==> src/rtl/ps2_kbd_pkg.sv <==
// ps2_kbd_pkg
//   Shared types and constants for the PS/2-to-matrix keyboard emulator.
//   - dec_state_t : scan-code decoder states (exposed on the top-level debug port)
//   - PFX_*       : set-2 prefix bytes (extended, break, pause)
//   - PAUSE_SKIP  : bytes swallowed after the E1 pause prefix
//   - is_ignored / is_bad_code / is_fake_shift : byte classification helpers
package ps2_kbd_pkg;

    typedef enum logic [2:0] {
        ST_IDLE    = 3'd0,
        ST_EXT     = 3'd1,
        ST_BRK     = 3'd2,
        ST_EXT_BRK = 3'd3,
        ST_SKIP    = 3'd4,
        ST_LOOKUP  = 3'd5,
        ST_APPLY   = 3'd6
    } dec_state_t;

    localparam logic [7:0] PFX_EXT   = 8'hE0;
    localparam logic [7:0] PFX_BRK   = 8'hF0;
    localparam logic [7:0] PFX_PAUSE = 8'hE1;

    // Keyboard-to-host status bytes that carry no key information
    localparam logic [7:0] CODE_BAT_OK = 8'hAA;
    localparam logic [7:0] CODE_ACK    = 8'hFA;
    localparam logic [7:0] CODE_RESEND = 8'hFE;
    localparam logic [7:0] CODE_ECHO   = 8'hEE;

    // Keyboard internal error / buffer overrun codes
    localparam logic [7:0] CODE_ERR_LO = 8'h00;
    localparam logic [7:0] CODE_ERR_HI = 8'hFF;

    // Shift make/break codes the keyboard injects around E0 keys
    localparam logic [7:0] CODE_FAKE_LSH = 8'h12;
    localparam logic [7:0] CODE_FAKE_RSH = 8'h59;

    localparam logic [2:0] PAUSE_SKIP = 3'd7;

    function automatic logic is_ignored(input logic [7:0] b);
        return (b == CODE_BAT_OK) || (b == CODE_ACK) ||
               (b == CODE_RESEND) || (b == CODE_ECHO);
    endfunction

    function automatic logic is_bad_code(input logic [7:0] b);
        return (b == CODE_ERR_LO) || (b == CODE_ERR_HI);
    endfunction

    function automatic logic is_fake_shift(input logic [7:0] b);
        return (b == CODE_FAKE_LSH) || (b == CODE_FAKE_RSH);
    endfunction

endpackage

==> src/rtl/ps2_rx.sv <==
// ps2_rx
//   PS/2 device-to-host byte receiver.
//   Ports:
//     i_clk, i_reset (async, active-low)
//     i_ps2_clk, i_ps2_dat : raw asynchronous PS/2 lines
//     o_byte               : last good data byte
//     o_byte_rdy           : one-cycle strobe, o_byte valid
//     o_frame_err          : one-cycle strobe on start/parity/stop fault or timeout
//   Both lines are double-synchronised; ps2_clk must then hold a new level
//   for FILT cycles before the change is accepted. Data is sampled on
//   accepted falling edges. A partial frame left idle for TIMEOUT cycles
//   is aborted.
module ps2_rx #(
    parameter int FILT    = 4,
    parameter int TIMEOUT = 100000
) (
    input  logic       i_clk,
    input  logic       i_reset,
    input  logic       i_ps2_clk,
    input  logic       i_ps2_dat,
    output logic [7:0] o_byte,
    output logic       o_byte_rdy,
    output logic       o_frame_err
);

    localparam int FW = (FILT > 1) ? $clog2(FILT + 1) : 1;
    localparam int TW = $clog2(TIMEOUT + 1);

    logic [1:0]    r_clk_sync;
    logic [1:0]    r_dat_sync;
    logic          r_clk_filt;
    logic [FW-1:0] r_filt_cnt;
    logic [9:0]    r_shift;
    logic [3:0]    r_bitcnt;
    logic [TW-1:0] r_idle;

    logic          w_clk_s;
    logic          w_dat_s;
    logic          w_accept;
    logic          w_fall;
    logic [10:0]   w_frame;
    logic          w_good;
    logic          w_timeout;

    assign w_clk_s  = r_clk_sync[1];
    assign w_dat_s  = r_dat_sync[1];

    // The FILT-th consecutive cycle at the new level is the one that accepts it
    assign w_accept = (w_clk_s != r_clk_filt) && (r_filt_cnt == FW'(FILT - 1));
    assign w_fall   = w_accept && r_clk_filt;

    // Bits 0..9 already sit in r_shift (bit 0 = start); bit 10 is arriving now
    assign w_frame  = {w_dat_s, r_shift};
    assign w_good   = !w_frame[0] && w_frame[10] && (^w_frame[9:1]);

    assign w_timeout = (r_bitcnt != 4'd0) && (r_idle == TW'(TIMEOUT - 1)) && !w_accept;

    always_ff @(posedge i_clk or negedge i_reset) begin
        if (!i_reset) begin
            r_clk_sync  <= 2'b11;
            r_dat_sync  <= 2'b11;
            r_clk_filt  <= 1'b1;
            r_filt_cnt  <= '0;
            r_shift     <= '0;
            r_bitcnt    <= '0;
            r_idle      <= '0;
            o_byte      <= '0;
            o_byte_rdy  <= 1'b0;
            o_frame_err <= 1'b0;
        end else begin
            r_clk_sync  <= {r_clk_sync[0], i_ps2_clk};
            r_dat_sync  <= {r_dat_sync[0], i_ps2_dat};
            o_byte_rdy  <= 1'b0;
            o_frame_err <= 1'b0;

            if (w_clk_s == r_clk_filt) begin
                r_filt_cnt <= '0;
            end else if (w_accept) begin
                r_filt_cnt <= '0;
                r_clk_filt <= w_clk_s;
            end else begin
                r_filt_cnt <= r_filt_cnt + FW'(1);
            end

            if (w_accept || (r_bitcnt == 4'd0)) begin
                r_idle <= '0;
            end else begin
                r_idle <= r_idle + TW'(1);
            end

            if (w_fall) begin
                r_shift <= {w_dat_s, r_shift[9:1]};
                if (r_bitcnt == 4'd10) begin
                    r_bitcnt <= '0;
                    if (w_good) begin
                        o_byte     <= w_frame[8:1];
                        o_byte_rdy <= 1'b1;
                    end else begin
                        o_frame_err <= 1'b1;
                    end
                end else begin
                    r_bitcnt <= r_bitcnt + 4'd1;
                end
            end else if (w_timeout) begin
                o_frame_err <= 1'b1;
                r_bitcnt    <= '0;
            end
        end
    end

endmodule

==> src/rtl/ps2_matrix_kbd.sv <==
// ps2_matrix_kbd
//   PS/2 set-2 keyboard to ROWS x COLS key matrix emulator.
//   Ports:
//     i_clk, i_reset (async, active-low)
//     i_ps2_clk, i_ps2_dat        : PS/2 lines
//     o_map_code                  : {ext, byte} to the external mapping LUT
//     i_map_valid/i_map_row/i_map_col : combinational LUT answer
//     i_row_sel -> o_col_out      : row drive / column sense, active-low
//     i_col_sel -> o_row_out      : column drive / row sense, active-low
//     i_clear                     : synchronous release of all keys
//     o_key_event/o_key_code/o_key_break : one-cycle key event report
//     o_frame_err                 : one-cycle receive/protocol fault strobe
//     o_dbg_state                 : current decoder state
//   Timing: byte_rdy -> LOOKUP (LUT sampled at its end) -> APPLY, where the
//   event strobe is high and the matrix update is already visible.
module ps2_matrix_kbd
    import ps2_kbd_pkg::*;
#(
    parameter int ROWS    = 6,
    parameter int COLS    = 12,
    parameter int FILT    = 4,
    parameter int TIMEOUT = 100000
) (
    input  logic                    i_clk,
    input  logic                    i_reset,
    input  logic                    i_ps2_clk,
    input  logic                    i_ps2_dat,
    output logic [8:0]              o_map_code,
    input  logic                    i_map_valid,
    input  logic [$clog2(ROWS)-1:0] i_map_row,
    input  logic [$clog2(COLS)-1:0] i_map_col,
    input  logic [ROWS-1:0]         i_row_sel,
    output logic [COLS-1:0]         o_col_out,
    input  logic [COLS-1:0]         i_col_sel,
    output logic [ROWS-1:0]         o_row_out,
    input  logic                    i_clear,
    output logic                    o_key_event,
    output logic [8:0]              o_key_code,
    output logic                    o_key_break,
    output logic                    o_frame_err,
    output logic [2:0]              o_dbg_state
);

    logic [7:0]             w_rx_byte;
    logic                   w_rx_rdy;
    logic                   w_rx_err;
    logic                   w_hit;
    logic [COLS-1:0]        w_col_out;
    logic [ROWS-1:0]        w_row_out;

    dec_state_t             r_state;
    logic                   r_brk;
    logic [2:0]             r_skip;
    logic [8:0]             r_map_code;
    logic                   r_key_event;
    logic [8:0]             r_key_code;
    logic                   r_key_break;
    logic                   r_frame_err;
    logic [ROWS-1:0][COLS-1:0] r_matrix;

    ps2_rx #(
        .FILT    (FILT),
        .TIMEOUT (TIMEOUT)
    ) u_rx (
        .i_clk       (i_clk),
        .i_reset     (i_reset),
        .i_ps2_clk   (i_ps2_clk),
        .i_ps2_dat   (i_ps2_dat),
        .o_byte      (w_rx_byte),
        .o_byte_rdy  (w_rx_rdy),
        .o_frame_err (w_rx_err)
    );

    // Out-of-range LUT coordinates count as a miss
    assign w_hit = i_map_valid && (int'(i_map_row) < ROWS) && (int'(i_map_col) < COLS);

    always_ff @(posedge i_clk or negedge i_reset) begin
        if (!i_reset) begin
            r_state     <= ST_IDLE;
            r_brk       <= 1'b0;
            r_skip      <= '0;
            r_map_code  <= '0;
            r_key_event <= 1'b0;
            r_key_code  <= '0;
            r_key_break <= 1'b0;
            r_frame_err <= 1'b0;
            r_matrix    <= '0;
        end else begin
            r_key_event <= 1'b0;
            r_frame_err <= w_rx_err;

            case (r_state)
                ST_IDLE: begin
                    if (w_rx_rdy) begin
                        if (w_rx_byte == PFX_EXT) begin
                            r_state <= ST_EXT;
                        end else if (w_rx_byte == PFX_BRK) begin
                            r_state <= ST_BRK;
                        end else if (w_rx_byte == PFX_PAUSE) begin
                            r_state <= ST_SKIP;
                            r_skip  <= PAUSE_SKIP;
                        end else if (is_ignored(w_rx_byte)) begin
                            r_state <= ST_IDLE;
                        end else if (is_bad_code(w_rx_byte)) begin
                            r_frame_err <= 1'b1;
                        end else begin
                            r_map_code <= {1'b0, w_rx_byte};
                            r_brk      <= 1'b0;
                            r_state    <= ST_LOOKUP;
                        end
                    end
                end
                ST_EXT: begin
                    if (w_rx_err) begin
                        r_state <= ST_IDLE;
                    end else if (w_rx_rdy) begin
                        if (w_rx_byte == PFX_BRK) begin
                            r_state <= ST_EXT_BRK;
                        end else if (is_fake_shift(w_rx_byte)) begin
                            r_state <= ST_IDLE;
                        end else begin
                            r_map_code <= {1'b1, w_rx_byte};
                            r_brk      <= 1'b0;
                            r_state    <= ST_LOOKUP;
                        end
                    end
                end
                ST_BRK: begin
                    if (w_rx_err) begin
                        r_state <= ST_IDLE;
                    end else if (w_rx_rdy) begin
                        r_map_code <= {1'b0, w_rx_byte};
                        r_brk      <= 1'b1;
                        r_state    <= ST_LOOKUP;
                    end
                end
                ST_EXT_BRK: begin
                    if (w_rx_err) begin
                        r_state <= ST_IDLE;
                    end else if (w_rx_rdy) begin
                        if (is_fake_shift(w_rx_byte)) begin
                            r_state <= ST_IDLE;
                        end else begin
                            r_map_code <= {1'b1, w_rx_byte};
                            r_brk      <= 1'b1;
                            r_state    <= ST_LOOKUP;
                        end
                    end
                end
                ST_SKIP: begin
                    if (w_rx_err) begin
                        r_state <= ST_IDLE;
                    end else if (w_rx_rdy) begin
                        r_skip <= r_skip - 3'd1;
                        if (r_skip == 3'd1) begin
                            r_state <= ST_IDLE;
                        end
                    end
                end
                ST_LOOKUP: begin
                    // LUT answer for r_map_code is sampled here; results show in APPLY
                    r_key_event <= 1'b1;
                    r_key_code  <= r_map_code;
                    r_key_break <= r_brk;
                    if (w_hit) begin
                        r_matrix[i_map_row][i_map_col] <= ~r_brk;
                    end
                    r_state <= ST_APPLY;
                end
                ST_APPLY: begin
                    r_state <= ST_IDLE;
                end
                default: begin
                    r_state <= ST_IDLE;
                end
            endcase

            // Release-all overrides any simultaneous key update
            if (i_clear) begin
                r_matrix <= '0;
            end
        end
    end

    always_comb begin
        w_col_out = '1;
        w_row_out = '1;
        for (int r = 0; r < ROWS; r++) begin
            for (int c = 0; c < COLS; c++) begin
                if (r_matrix[r][c] && !i_row_sel[r]) begin
                    w_col_out[c] = 1'b0;
                end
                if (r_matrix[r][c] && !i_col_sel[c]) begin
                    w_row_out[r] = 1'b0;
                end
            end
        end
    end

    assign o_col_out   = w_col_out;
    assign o_row_out   = w_row_out;
    assign o_map_code  = r_map_code;
    assign o_key_event = r_key_event;
    assign o_key_code  = r_key_code;
    assign o_key_break = r_key_break;
    assign o_frame_err = r_frame_err;
    assign o_dbg_state = r_state;

endmodule

==> config.mk <==
export PLATFORM = sky130hd
export DESIGN_NAME = ps2_matrix_kbd
export DESIGN_NICKNAME = d
export VERILOG_FILES = /design/src/rtl/ps2_kbd_pkg.sv /design/src/rtl/ps2_rx.sv /design/src/rtl/ps2_matrix_kbd.sv
export SDC_FILE = /design/constraint.sdc
export NUM_CORES = 1
export LEC_CHECK = 0
export CORE_ASPECT_RATIO = 0.5
export CORE_MARGIN = 2
export CORE_UTILIZATION = 30
export CTS_BUF_LIST = sky130_fd_sc_hd__clkbuf_4 sky130_fd_sc_hd__clkbuf_8 sky130_fd_sc_hd__clkbuf_16
export DETAILED_ROUTE_END_ITERATION = 12
export GPL_ROUTABILITY_DRIVEN = 0
export PLACE_DENSITY_LB_ADDON = 0.1
export SLEW_MARGIN = 20
export SYNTH_ARGS = -nofsm -noshare
export SYNTH_HDL_FRONTEND = slang
export SYNTH_SLANG_ARGS = --single-unit
==> constraint.sdc <==
create_clock -name i_clk -period 2.7 [get_ports i_clk]
set_input_delay 0.54 -clock i_clk [delete_from_list [all_inputs] [get_ports i_clk]]
set_output_delay 0.54 -clock i_clk [all_outputs]
set_load 0.005 [all_outputs]
Word-level counts from Yosys, hierarchy flattened --
Cells that the tools add are included.
Word-level totals: output and inout bits 42, bits in writable memories 0, memories kept 0, bits in latches 0, register bits after elaboration 149, ROM bits 0, input port bits 31
Cells by class: muxes and demuxes 229, add/subtract/negate cells 4, multiply operators 0, shift operators 0, reduce and logical (&&, ||, !) cells 197, divide/modulo/power cells 0, bitwise logic cells 2, equal/unequal tests 45, $lt $le $gt $ge 6
Operators with widths (count):
- $mux W72 | 3
- $mux W1 | 175
- $logic_and A1 B1 Y1 | 154
- $mux W9 | 14
- $mux W3 | 25
- $bwmux W72 | 1
- $eq A8 B8 Y1 const B | 8
- $demux W12 S3 | 1
- $pmux W9 S4 | 1
- $ne A2 B2 Y1 const B | 13
- $logic_not A1 Y1 | 20
- $pmux W3 S6 | 1
- $add A17 B1 Y17 const B | 1
- $eq A17 B17 Y1 const B | 1
- $mux W17 | 1
- $reduce_and A16 Y1 | 1
- $reduce_and A14 Y1 | 1
- $reduce_and A7 Y1 | 2
- $mux W12 | 1
- $mux W4 | 3
- $ne A3 B1 Y1 const B | 4
- $ne A2 B1 Y1 const B | 5
- $eq A3 B2 Y1 const B | 3
- $reduce_xor A9 Y1 | 1
- 30 further kinds | 43

Longest topological paths before layout --
Gate-level depths: netlist of run 1.
depth in word-level cells 14, mapped depth 8

Cells and area by module --
From an unflattened synthesis of run 1, not the netlist that was laid out.
Second synthesis, totals: cell total of the unflattened synthesis 894, area total of the unflattened synthesis 8005.2 µm²
Modules (own cells, without submodules):
- ps2_matrix_kbd | cells an instance 684, times used 1, area each 5754.3 µm²
- ps2_rx | cells an instance 210, times used 1, area each 2250.9 µm²

Worst setup path before layout of run 1 --
Ideal clock, no wire load.
path kind flip-flop to flip-flop, from reg u_rx.r_filt_cnt[0], to reg u_rx.r_bitcnt[2], library setup time 0.126 ns, data arrival time 1.841 ns, cell stages (with the launch flop) 8, clock period less this slack 1.967 ns, setup slack 0.733 ns, cell sequence dfrtp_1 -> ha_1 -> nor2b_1 -> a22o_1 -> clkbuf_1 -> nor4_1 -> nor2_1 -> a221o_1
On the way: word-level cells in the longest chain between the ends 5, elaborated cells on any way between the ends 7, those cells by class eq/ne (1); mux (1); reduce/logical (5)
Ends and longest elaborated chain:
- from (decl) | RTL line ps2_rx.sv:32 | logic [FW-1:0] r_filt_cnt;
- from (signal assigned) | RTL line ps2_rx.sv:82 | r_filt_cnt <= r_filt_cnt + FW'(1);
- $eq A3 B2 Y1 * | RTL line ps2_rx.sv:49 | assign w_accept = (w_clk_s != r_clk_filt) && (r_filt_cnt == FW'(FILT - 1));
- $logic_and A1 B1 Y1 * | RTL line ps2_rx.sv:49
- $logic_not A1 Y1 | RTL line ps2_rx.sv:56 | assign w_timeout = (r_bitcnt != 4'd0) && (r_idle == TW'(TIMEOUT - 1)) && !w_accept;
- $logic_and A1 B1 Y1 | RTL line ps2_rx.sv:56
- $reduce_bool A2 Y1 (no source line)
- to (signal assigned) | RTL line ps2_rx.sv:102 | r_bitcnt <= r_bitcnt + 4'd1;
- to (decl) | RTL line ps2_rx.sv:34 | logic [3:0] r_bitcnt;
Every way passes the cells marked *; elsewhere a longest branch is shown, timed or not. A chain may end at the register's enable or synchronous reset.

Worst setup path in the final report of run 1 --
from reg r_matrix[37] (netlist name), to out o_row_out[3]
On the way: word-level cells in the longest chain between the ends 12
Ends and longest elaborated chain:
- from (decl) | RTL line ps2_matrix_kbd.sv:59 | logic [ROWS-1:0][COLS-1:0] r_matrix;
- from (signal, indexed assignment) | RTL line ps2_matrix_kbd.sv:166 | r_matrix[i_map_row][i_map_col] <= ~r_brk;
- $logic_and A1 B1 Y1 | RTL line ps2_matrix_kbd.sv:193 | if (r_matrix[r][c] && !i_col_sel[c]) begin
- $mux W1 (11 in series) | RTL line ps2_matrix_kbd.sv:193
- to (decl) | RTL line ps2_matrix_kbd.sv:35 | output logic [ROWS-1:0] o_row_out,
No other way between the ends.

==> metrics.yaml, run 1 <==
status:
  status: "complete, no violations"
clocking:
  cts_max_path_buffers: 2
  htree_levels: 4
  clk_pin_slew_ns: 0.06
  clock_sinks: 149
  cts_buffers: 17
  cts_tree: "yes"
  clockRootBuffer: "clkbuf_16"
  worstSkewPairLatency_ns: 0.45
timing:
  clock-skew-final_ns: 0.0106
  finalSetupViolCount: 0
  fmaxAchievable_ghz: 0.379
  finalCriticalPeriod_ns: 2.64
  post-route-period-util_pct: 97.8
  tightest_slew_ns: 0.730
  drv_slew: 0
  hold_viol: 0
  slew_headroom_pct: 51.3
  rsz0062_at_grt: "false"
logic_synthesis:
  synth_most_common_cell: "dfrtp_1"
  async_flop_share_pct: 100
  synthFlopType: "dfrtp_1"
  ys_types: 58
  netlist_instances: 859
  synthTopCellsByArea: "dfrtp_1 46%, o22ai_1 5.9%, o21ai_0 5.1%"
  yosysWarningCount: 0
  syn_area_per_cell_sq_um: 9.11
  syn-cell-area_sq_um: 7830
  synth_edf_count: 0
  syn-num-nets: 897
  synth_top_area_share_pct: 46.1
  synth_seq_area_share_pct: 47.7
  yosysTopAreaCell: "dfrtp_1"
  synth-seq-cells: 149
  ys_top_cells_by_count: "144 x dfrtp_1, 88 x inv_1, 80 x o21ai_0"
critical_path:
  slowest_stage: "or4_4"
  reg2reg_to: "o_map_code[2]"
  r2r_slack_ns: 0.45
  start_kind: "flip-flop"
  end_kind: "output pin"
  critPathMaxFanout: 2
  r2r_cells: 5
  crit_family: "simple AND/OR/NAND/NOR gates"
  worstSetupPathType: "reg -> out"
  cp.arrival_ns: 2.10
  cp.required_ns: 2.16
  reg2reg_from: "o_dbg_state[0]"
  cp_slowest_stage_delay_ns: 0.57
  crit_buf_inv: 2
  path_cells: "inv_1 -> o22ai_1 -> or4_4 -> nor3_2 -> dlygate4sd2_1"
routing:
  dr.pass1.iters: 5
  vias: 6850
  drcViolationCount: 0
  ant_nets: 0
  vias_per_cell: 5.23
  routedWlPerCell_microns: 18.7
  drtIter0Drc: 603
  drt-total-wl_microns: 24500
final_layout:
  layout-drive-gt1-share_pct: 16.6
  nNetsFinal: 991
  area_growth_pct: 28.7
  antennaDiodeCount: 0
  fillers: 2557
  finalNonFillerCells: 1310
  final_util_pct: 39.7
pwr:
  cellLeakagePower_uw: 0.00424
  vdd_drop_max_mv: 0.484
  p_per_area_nw_per_um2: 540
floorplanning:
  die_w_microns: 232
  ios: 73
  die_h_microns: 118
  rows: 41
  initial_utilization_pct: 30.8
  die_area_sq_um: 27500
  core_area_sq_um: 25400
place:
  dp_cells: 1265
  port_buffers: 72
  dp_hpwl_microns: 16500
grt:
  gr-usage-all-layers_pct: 18.3
  antenna_found_initial: 0
  grt_pass1_vias: 6690
  grt_pass1_wl_microns: 38600
  grt_overflow: 0
  grt_max_degree: 73
min_path:
  min_path_type: "in -> async"
job:
  cap_viol_max_count: 0
cells by family after synthesis:
logic type      Yosys count  share of synthesized area [%]
compound gates          250                           18.1
xor+xnor                 23                           2.94
fa+ha+maj                 8                           1.25
buf+inv                 146                           7.20
flops                   149                           47.7
mux                      32                           4.59
simple gates            251                           18.1
worst register-to-register path: stages (launching register included):
cell and delay (ns):
dfrtp_1 0.50, or2_2 0.34, a2111oi_0 0.53, a211oi_1 0.13, nand3_2 0.26, mux2_2 0.37
worst max path at each step:
stage	startpoint	to	cells after the start
floorplan	u_rx.r_filt_cnt[0]	u_rx.r_bitcnt[2]	7
global placement	i_col_sel[6]	o_row_out[4]	6
detailed placement	i_col_sel[6]	o_row_out[4]	6
CTS	i_row_sel[4]	o_col_out[1]	6
global route	r_matrix[37]	o_row_out[3]	5
finish	r_matrix[37]	o_row_out[3]	5
sequential cells by signal (all words and copies together), names as in the netlist, 4 cells and up:
signal and count:
u_rx.r_shift 10, u_rx.r_idle 17, r_matrix 72, o_key_code 9, u_rx.o_byte 8, u_rx.r_bitcnt 4, o_map_code 9
cells in the final DEF (no fill, tap or decap), types with 10 or more instances in the layout:
master	instances
clkdlybuf4s50_1	45
nor3_2	10
nor3_1	11
nand2_1	48
o21ai_0	80
dfrtp_1	144
or3_1	54
a21oi_1	77
clkbuf_16	18
or4_1	28
nor2b_1	11
dlygate4sd2_1	21
nand3_1	18
xor2_1	12
o22ai_1	73
inv_1	80
buf_4	49
mux2_2	26
nor2_1	32
routing by layer:
layer	track usage, %	wire length, microns	vias to the layer above
met5	0	0	-
met4	6.49	651	0
met3	4.75	1300	48
met2	26.8	10900	200
li1	-	-	3245
met1	25.8	11700	3357
final cells by class:
class,count,area [sq um],share of cell area (%)
clock buffer,18,439,4.36
clock inverter,14,199,1.98
inverter,89,335,3.33
multi-input combinational,564,3610,35.8
sequential,149,3730,37.1
tap,344,430,4.27
timing repair buffer,132,1330,13.2
metrics by stage:
stage / power, uW / hold slack (ns) / TNS, ns / worst slack (ns) / cell area [sq um]
after floorplan: 2620 / 0.244 / 0 / 0.733 / 7830
after global placement: 2870 / 0.346 / -3.28 / -0.561 / 9210
after detailed placement: 2870 / 0.348 / -3.49 / -0.585 / 9210
after CTS: 5510 / 0.121 / 0 / 0.00448 / 10000
after global routing: 5680 / 0.133 / 0 / 0.0160 / 10100
final: 5430 / 0.0850 / 0 / 0.0589 / 10100
repair_timing:
action	in CTS	in global routing
setup endpoints to repair	10	11
gates resized for setup	42	7
setup buffers	9	1
pin swaps	9	4
gates cloned	2	1
hold buffers	0	0
where the power goes:
part | internal (uW) | switching [uW]
Combinational | 218 | 274
Sequential | 2300 | 53.6
Clock | 1580 | 1010
Total | 4100 | 1340
No activity file was read; power rests on OpenSTA's default activity.
==> run 2, diff against run 1 <==
- PLACE_DENSITY: not set -> 0.47
- PLACE_DENSITY_LB_ADDON: 0.1 -> not set
==> metrics.yaml, run 2 (same netlist as run 1, synthesis figures left out) <==
critical_path:
  r2r_cells: 5  # unchanged
  cp.required_ns: 2.16  # about the same
  end_kind: "output pin"
  cp_slowest_stage_delay_ns: 0.48  # -0.09 ns
  cp.arrival_ns: 2.07  # -0.03 ns
  start_kind: "input pin"
  slowest_stage: "clkdlybuf4s50_1"
  r2r_slack_ns: 0.45  # about the same
  reg2reg_to: "o_map_code[7]"
  worstSetupPathType: "in -> out"
  path_cells: "clkdlybuf4s50_1 -> buf_4 -> o22ai_1 -> or4_1 -> nor3_2 -> dlygate4sd2_1"
  critPathMaxFanout: 5  # +3
  reg2reg_from: "o_dbg_state[0]"
floorplanning:
  ios: 73  # unchanged
  core_area_sq_um: 25400  # unchanged
  die_area_sq_um: 27500  # unchanged
  rows: 41  # unchanged
  initial_utilization_pct: 30.8  # unchanged
  die_h_microns: 118  # unchanged
  die_w_microns: 232  # unchanged
clocking:
  clockRootBuffer: "clkbuf_16"
  clock_sinks: 149  # unchanged
  cts_buffers: 17  # unchanged
  clk_pin_slew_ns: 0.06  # about the same
  cts-hold-fix-buffers: 0  # unchanged
  htree_levels: 4  # unchanged
  cts_tree: "yes"
  worstSkewPairLatency_ns: 0.45  # about the same
  cts_max_path_buffers: 2  # unchanged
routing:
  routedWlPerCell_microns: 18.5  # -0.86%
  drt-total-wl_microns: 24100  # -1.8%
  dr.pass1.iters: 6  # +1
  drcViolationCount: 0  # unchanged
  drtIter0Drc: 521  # -14%
  vias: 6951  # +1.5%
  vias_per_cell: 5.36  # +2.5%
  ant_nets: 0  # unchanged
status:
  status: "complete, no violations"
final_layout:
  mostFrequentLayoutCell: "dfrtp_1"
  largestRegisters: "r_matrix (72), u_rx.r_idle (17), u_rx.r_shift (10)"
  finalNonFillerCells: 1297  # -0.99%
  layout-drive-gt1-share_pct: 15.3  # -1.2 points
  nNetsFinal: 979  # -1.2%
  largest_register: "r_matrix"
  final_cell_mix: "144 x dfrtp_1, 80 x inv_1, 80 x o21ai_0"
  antennaDiodeCount: 0  # unchanged
  finalInstanceArea_sq_um: 9930  # -1.4%
  area_growth_pct: 26.9
  largest_reg_flops: 72  # unchanged
pwr:
  switching_share_pct: 25.1  # +0.48 points
  finalPower_uw: 5330  # -1.9%
  p_switching_uw: 1340  # about the same
  pwr-share-comb_pct: 8.6  # -0.4 points
  p_int_uw: 3990  # -2.5%
  p_seq_share_pct: 44.1  # +0.8 points
  p_clk_share_pct: 47.3  # -0.4 points
  vdd_drop_max_mv: 0.463  # -4.2%
  p_per_area_nw_per_um2: 537  # -0.45%
  cellLeakagePower_uw: 0.00414  # -2.4%
timing:
  hold_viol: 0  # unchanged
  drv_slew: 0  # unchanged
  finalWorstSetupSlack_ns: 0.0912  # +0.0323 ns
  rsz0062_at_grt: "false"
  timing.hold.ws_ns: 0.101  # +0.0163 ns
  slew_headroom_pct: 44.0  # -7.3 points
  post-route-period-util_pct: 96.6  # -1.2 points
  clock-skew-final_ns: 0.00635  # -0.00426 ns
  finalSetupViolCount: 0  # unchanged
  tightest_slew_ns: 0.841  # +0.110 ns
  finalCriticalPeriod_ns: 2.61  # -0.0323 ns
  fmaxAchievable_ghz: 0.383  # +1.2%
grt:
  gr-usage-all-layers_pct: 18.3  # about the same
  grt_overflow: 0  # unchanged
  grt_pass1_wl_microns: 38800  # +0.41%
  grt_pass1_vias: 6787  # +1.4%
  antenna_found_initial: 0  # unchanged
  grt_max_degree: 74  # +1.4%
min_path:
  min_path_type: "in -> async"
place:
  dp_cells: 1263  # -0.16%
  dp_hpwl_microns: 16800  # +1.8%
  placed_area_sq_um: 9200  # -0.16%
  pre_cts_ws_ns: -0.623  # -0.0382 ns
  port_buffers: 72  # unchanged
job:
  cap_viol_max_count: 0  # unchanged
[run 2: worst max-delay path by stage]
stage	cells after the start	endpoint	startpoint
final	6	o_row_out[0]	i_col_sel[4]
after global routing	6	o_row_out[2]	r_matrix[33]
after CTS	6	o_row_out[5]	r_matrix[70]
after detailed placement	6	o_row_out[5]	i_col_sel[5]
after global placement	6	o_row_out[2]	i_col_sel[5]
after floorplan	7	u_rx.r_bitcnt[2]	u_rx.r_filt_cnt[0]
[run 2: routing by layer]
metal	routed length, microns	vias up	part of all wire (%)	GRT usage (%)
met2	11100	209	46	28.1
li1	-	3224	-	-
met5	0	-	0	0
met4	606	0	2.5	7.41
met1	11100	3475	46	24.6
met3	1230	43	5.1	4.39
[run 2: per-stage QoR]
| stage | setup TNS (ns) | util, % |
|---|---|---|
| 4_1_cts | -0.244 | 38.9 |
| 3_3_place_gp | -3.10 | 36.2 |
| 6_report | 0 | 39.1 |
| 5_1_grt | 0 | 39.1 |
| 3_5_place_dp | -3.44 | 36.2 |
| 2_1_floorplan | 0 | - |
[run 2: layout make-up]
type                            count  area (sq um)
Sequential cell                   149          3730
Clock buffer                       19           447
Fill cell                        2576         15500
Inverter                           89           335
Timing Repair Buffer              120          1210
Multi-Input combinational cell    564          3600
Clock inverter                     12           168
Tap cell                          344           430
[run 2: repair_timing]
item,CTS,global route
gates resized for setup,35,17
endpoints found under the hold margin,0,0
setup endpoints to repair,10,13
pin swaps,7,9
setup buffers,3,0
[run 2: power by group through the flow]
stage	clock network [uW]	logic (uW)	registers, uW
floorplan	0	244	2380
global placement	0	460	2390
detailed placement	0	466	2390
CTS	2590	468	2350
global route	2690	518	2360
finish	2520	459	2350
[run 2: worst max-delay path, delay by kind of cell]
family	cells	cell delay (ns)
buffers and inverters	3	0.87
and+or+nand+nor	2	0.59
AOI/OAI and AO/OA	1	0.08
==> run 3, diff against run 2 <==
- CORE_ASPECT_RATIO: 0.5 -> not set
- DONT_BUFFER_PORTS: not set -> 1
- PLACE_DENSITY: 0.47 -> 0.45
- clock period: 2.7 -> 2.3 ns (I/O delays scaled with it)
==> metrics.yaml, run 3 (same netlist as run 1, synthesis figures left out) <==
clocking:
  cts_max_path_buffers: 2  # unchanged
  cts_tree: "yes"
  htree_levels: 4  # unchanged
  clockRootBuffer: "clkbuf_16"
  worstSkewPairLatency_ns: 0.42  # -0.03 ns
  cts_setup_buffers: 0  # -3
  clk_pin_slew_ns: 0.07  # about the same
  clock_sinks: 149  # unchanged
  cts_buffers: 17  # unchanged
routing:
  vias: 6299  # -9.4%
  ant_nets: 0  # unchanged
  vias_per_cell: 5.28  # -1.5%
  drtIter0Drc: 622  # +19%
  drt-total-wl_microns: 23100  # -3.9%
  drcViolationCount: 0  # unchanged
  routedWlPerCell_microns: 19.4  # +4.5%
  dr.pass1.iters: 8  # +2
critical_path:
  path_cells: "inv_2 -> o22ai_1 -> or4_1 -> nor3_2 -> buf_4 -> buf_6"
  critPathMaxFanout: 2  # -3
  crit_family: "simple AND/OR/NAND/NOR gates"
  worstSetupPathType: "reg -> out"
  crit_buf_inv: 3  # unchanged
  end_kind: "output pin"
  cp.required_ns: 1.84  # -0.32 ns
  cp.arrival_ns: 1.86  # -0.21 ns
  cp_slowest_stage_delay_ns: 0.53  # +0.05 ns
  slowest_stage: "or4_1"
  start_kind: "flip-flop"
timing:
  finalWorstSetupSlack_ns: -0.0157  # -0.107 ns
  slew_headroom_pct: 54.0  # +10 points
  hold_viol: 144  # +144
  finalSetupViolCount: 1  # +1
  finalCriticalPeriod_ns: 2.32
  rsz0062_at_grt: "true"
  tightest_slew_ns: 0.684  # -0.156 ns
  drv_slew: 0  # unchanged
  post-route-period-util_pct: 101
  timing.hold.ws_ns: -0.266  # -0.368 ns
  clock-skew-final_ns: 0.0109  # +0.00456 ns
  fmaxAchievable_ghz: 0.432
pwr:
  vdd_drop_max_mv: 0.409  # -12%
  cellLeakagePower_uw: 0.00368  # -11%
  p_per_area_nw_per_um2: 678  # +26%
  finalPower_uw: 6010  # +13%
final_layout:
  largest_reg_flops: 72  # unchanged
  final_cell_mix: "143 x dfrtp_1, 80 x o21ai_0, 78 x inv_1"
  finalNonFillerCells: 1193  # -8.0%
  largest_register: "r_matrix"
  largestRegisters: "r_matrix (72), u_rx.r_idle (17), u_rx.r_shift (10)"
  area_growth_pct: 13.4
  layout-drive-gt1-share_pct: 13.8  # -1.6 points
  antennaDiodeCount: 0  # unchanged
  mostFrequentLayoutCell: "dfrtp_1"
  nNetsFinal: 883  # -9.8%
floorplanning:
  initial_utilization_pct: 30.3  # -0.53 points
  core_area_sq_um: 25800  # +1.7%
  die_w_microns: 166  # -29%
  ios: 73  # unchanged
  die_area_sq_um: 27400  # -0.28%
  die_h_microns: 166  # +40%
  rows: 59  # +44%
status:
  status: "finished with violations"
  violations: "negative hold slack, negative setup slack"
grt:
  grt_overflow: 0  # unchanged
  grt_max_degree: 150  # +100%
  grt_pass1_wl_microns: 36300  # -6.5%
  grt_pass1_vias: 6124  # -9.8%
  antenna_found_initial: 0  # unchanged
  gr-usage-all-layers_pct: 17.4  # -0.91 points
place:
  port_buffers: 0  # -100%
  dp_hpwl_microns: 15600  # -7.1%
  dp_cells: 1161  # -8.1%
min_path:
  min_path_type: "in -> async"
job:
  cap_viol_max_count: 0  # unchanged
-- run 3: cell count changes in the layout (fill, tap and decap cells not counted), sizes merged --
cell,before,now
buf,50,24
clkinvlp,1,2
inv,93,94
clkdlybuf4s15,2,0
clkinv,4,3
dlymetal6s2s,8,0
dlygate4sd2,15,0
clkdlybuf4s50,45,0
-- run 3: metal layers --
metal,up-vias,part of all wire (%),global-route usage (%)
met1,3063,46,23.7
met3,20,7.7,5.47
li1,3026,-,-
met5,-,0,0
met2,190,45,26.6
met4,0,1.4,4.62
-- run 3: final timing paths --
check | from | slack [ns] | cells past startpoint | end
setup / recovery | r_matrix[39] | -0.02 | 6 | o_row_out[3]
hold / removal | i_reset | -0.27 | 0 | r_matrix[35]
setup reg to reg | u_rx.o_byte[1] | 0.11 | 5 | o_map_code[1]
hold reg to reg | u_rx.r_dat_sync[0] | 0.36 | 0 | u_rx.r_dat_sync[1]
max in group asynchronous | i_reset | 2.27 | 0 | u_rx.r_clk_sync[1]
min in group i_clk | i_ps2_dat | 0.03 | 0 | u_rx.r_dat_sync[0]
-- run 3: where the power goes --
group	internal, uW	total, uW	switching [uW]
Combinational	151	316	165
Sequential	2700	2760	64.2
Clock	1750	2930	1180
-- run 3: layout make-up --
class	instances	area, sq um
clock buffers	19	440
clock inverters	13	170
fillers	2681	17000
inverters	89	335
multi-input cells	564	3580
flip-flops and latches	149	3740
well taps	335	419
repair buffers	24	184
-- run 3: timing repair --
action	CTS	global route
pin swaps	5	5
hold endpoints to repair	149	149
resized for setup	12	11
endpoints found under the setup margin	5	16
-- run 3: through the flow --
stage	worst slack, ns	instance area, sq um	util, %	setup TNS (ns)
2_1_floorplan	0.333	7830	-	0
3_3_place_gp	0.189	8200	31.7	0
3_5_place_dp	0.127	8200	31.7	0
4_1_cts	-0.0316	8850	34.3	-0.0316
5_1_grt	-0.0750	8870	34.3	-0.0750
6_report	-0.0157	8870	34.3	-0.0157
-- run 3: worst reg2reg max path: cells and delay by family (launching register included) --
| family | cells | cell delay, ns |
|---|---|---|
| mux | 1 | 0.37 |
| simple gates | 3 | 1.06 |
| flops | 1 | 0.45 |
| compound gates | 1 | 0.21 |
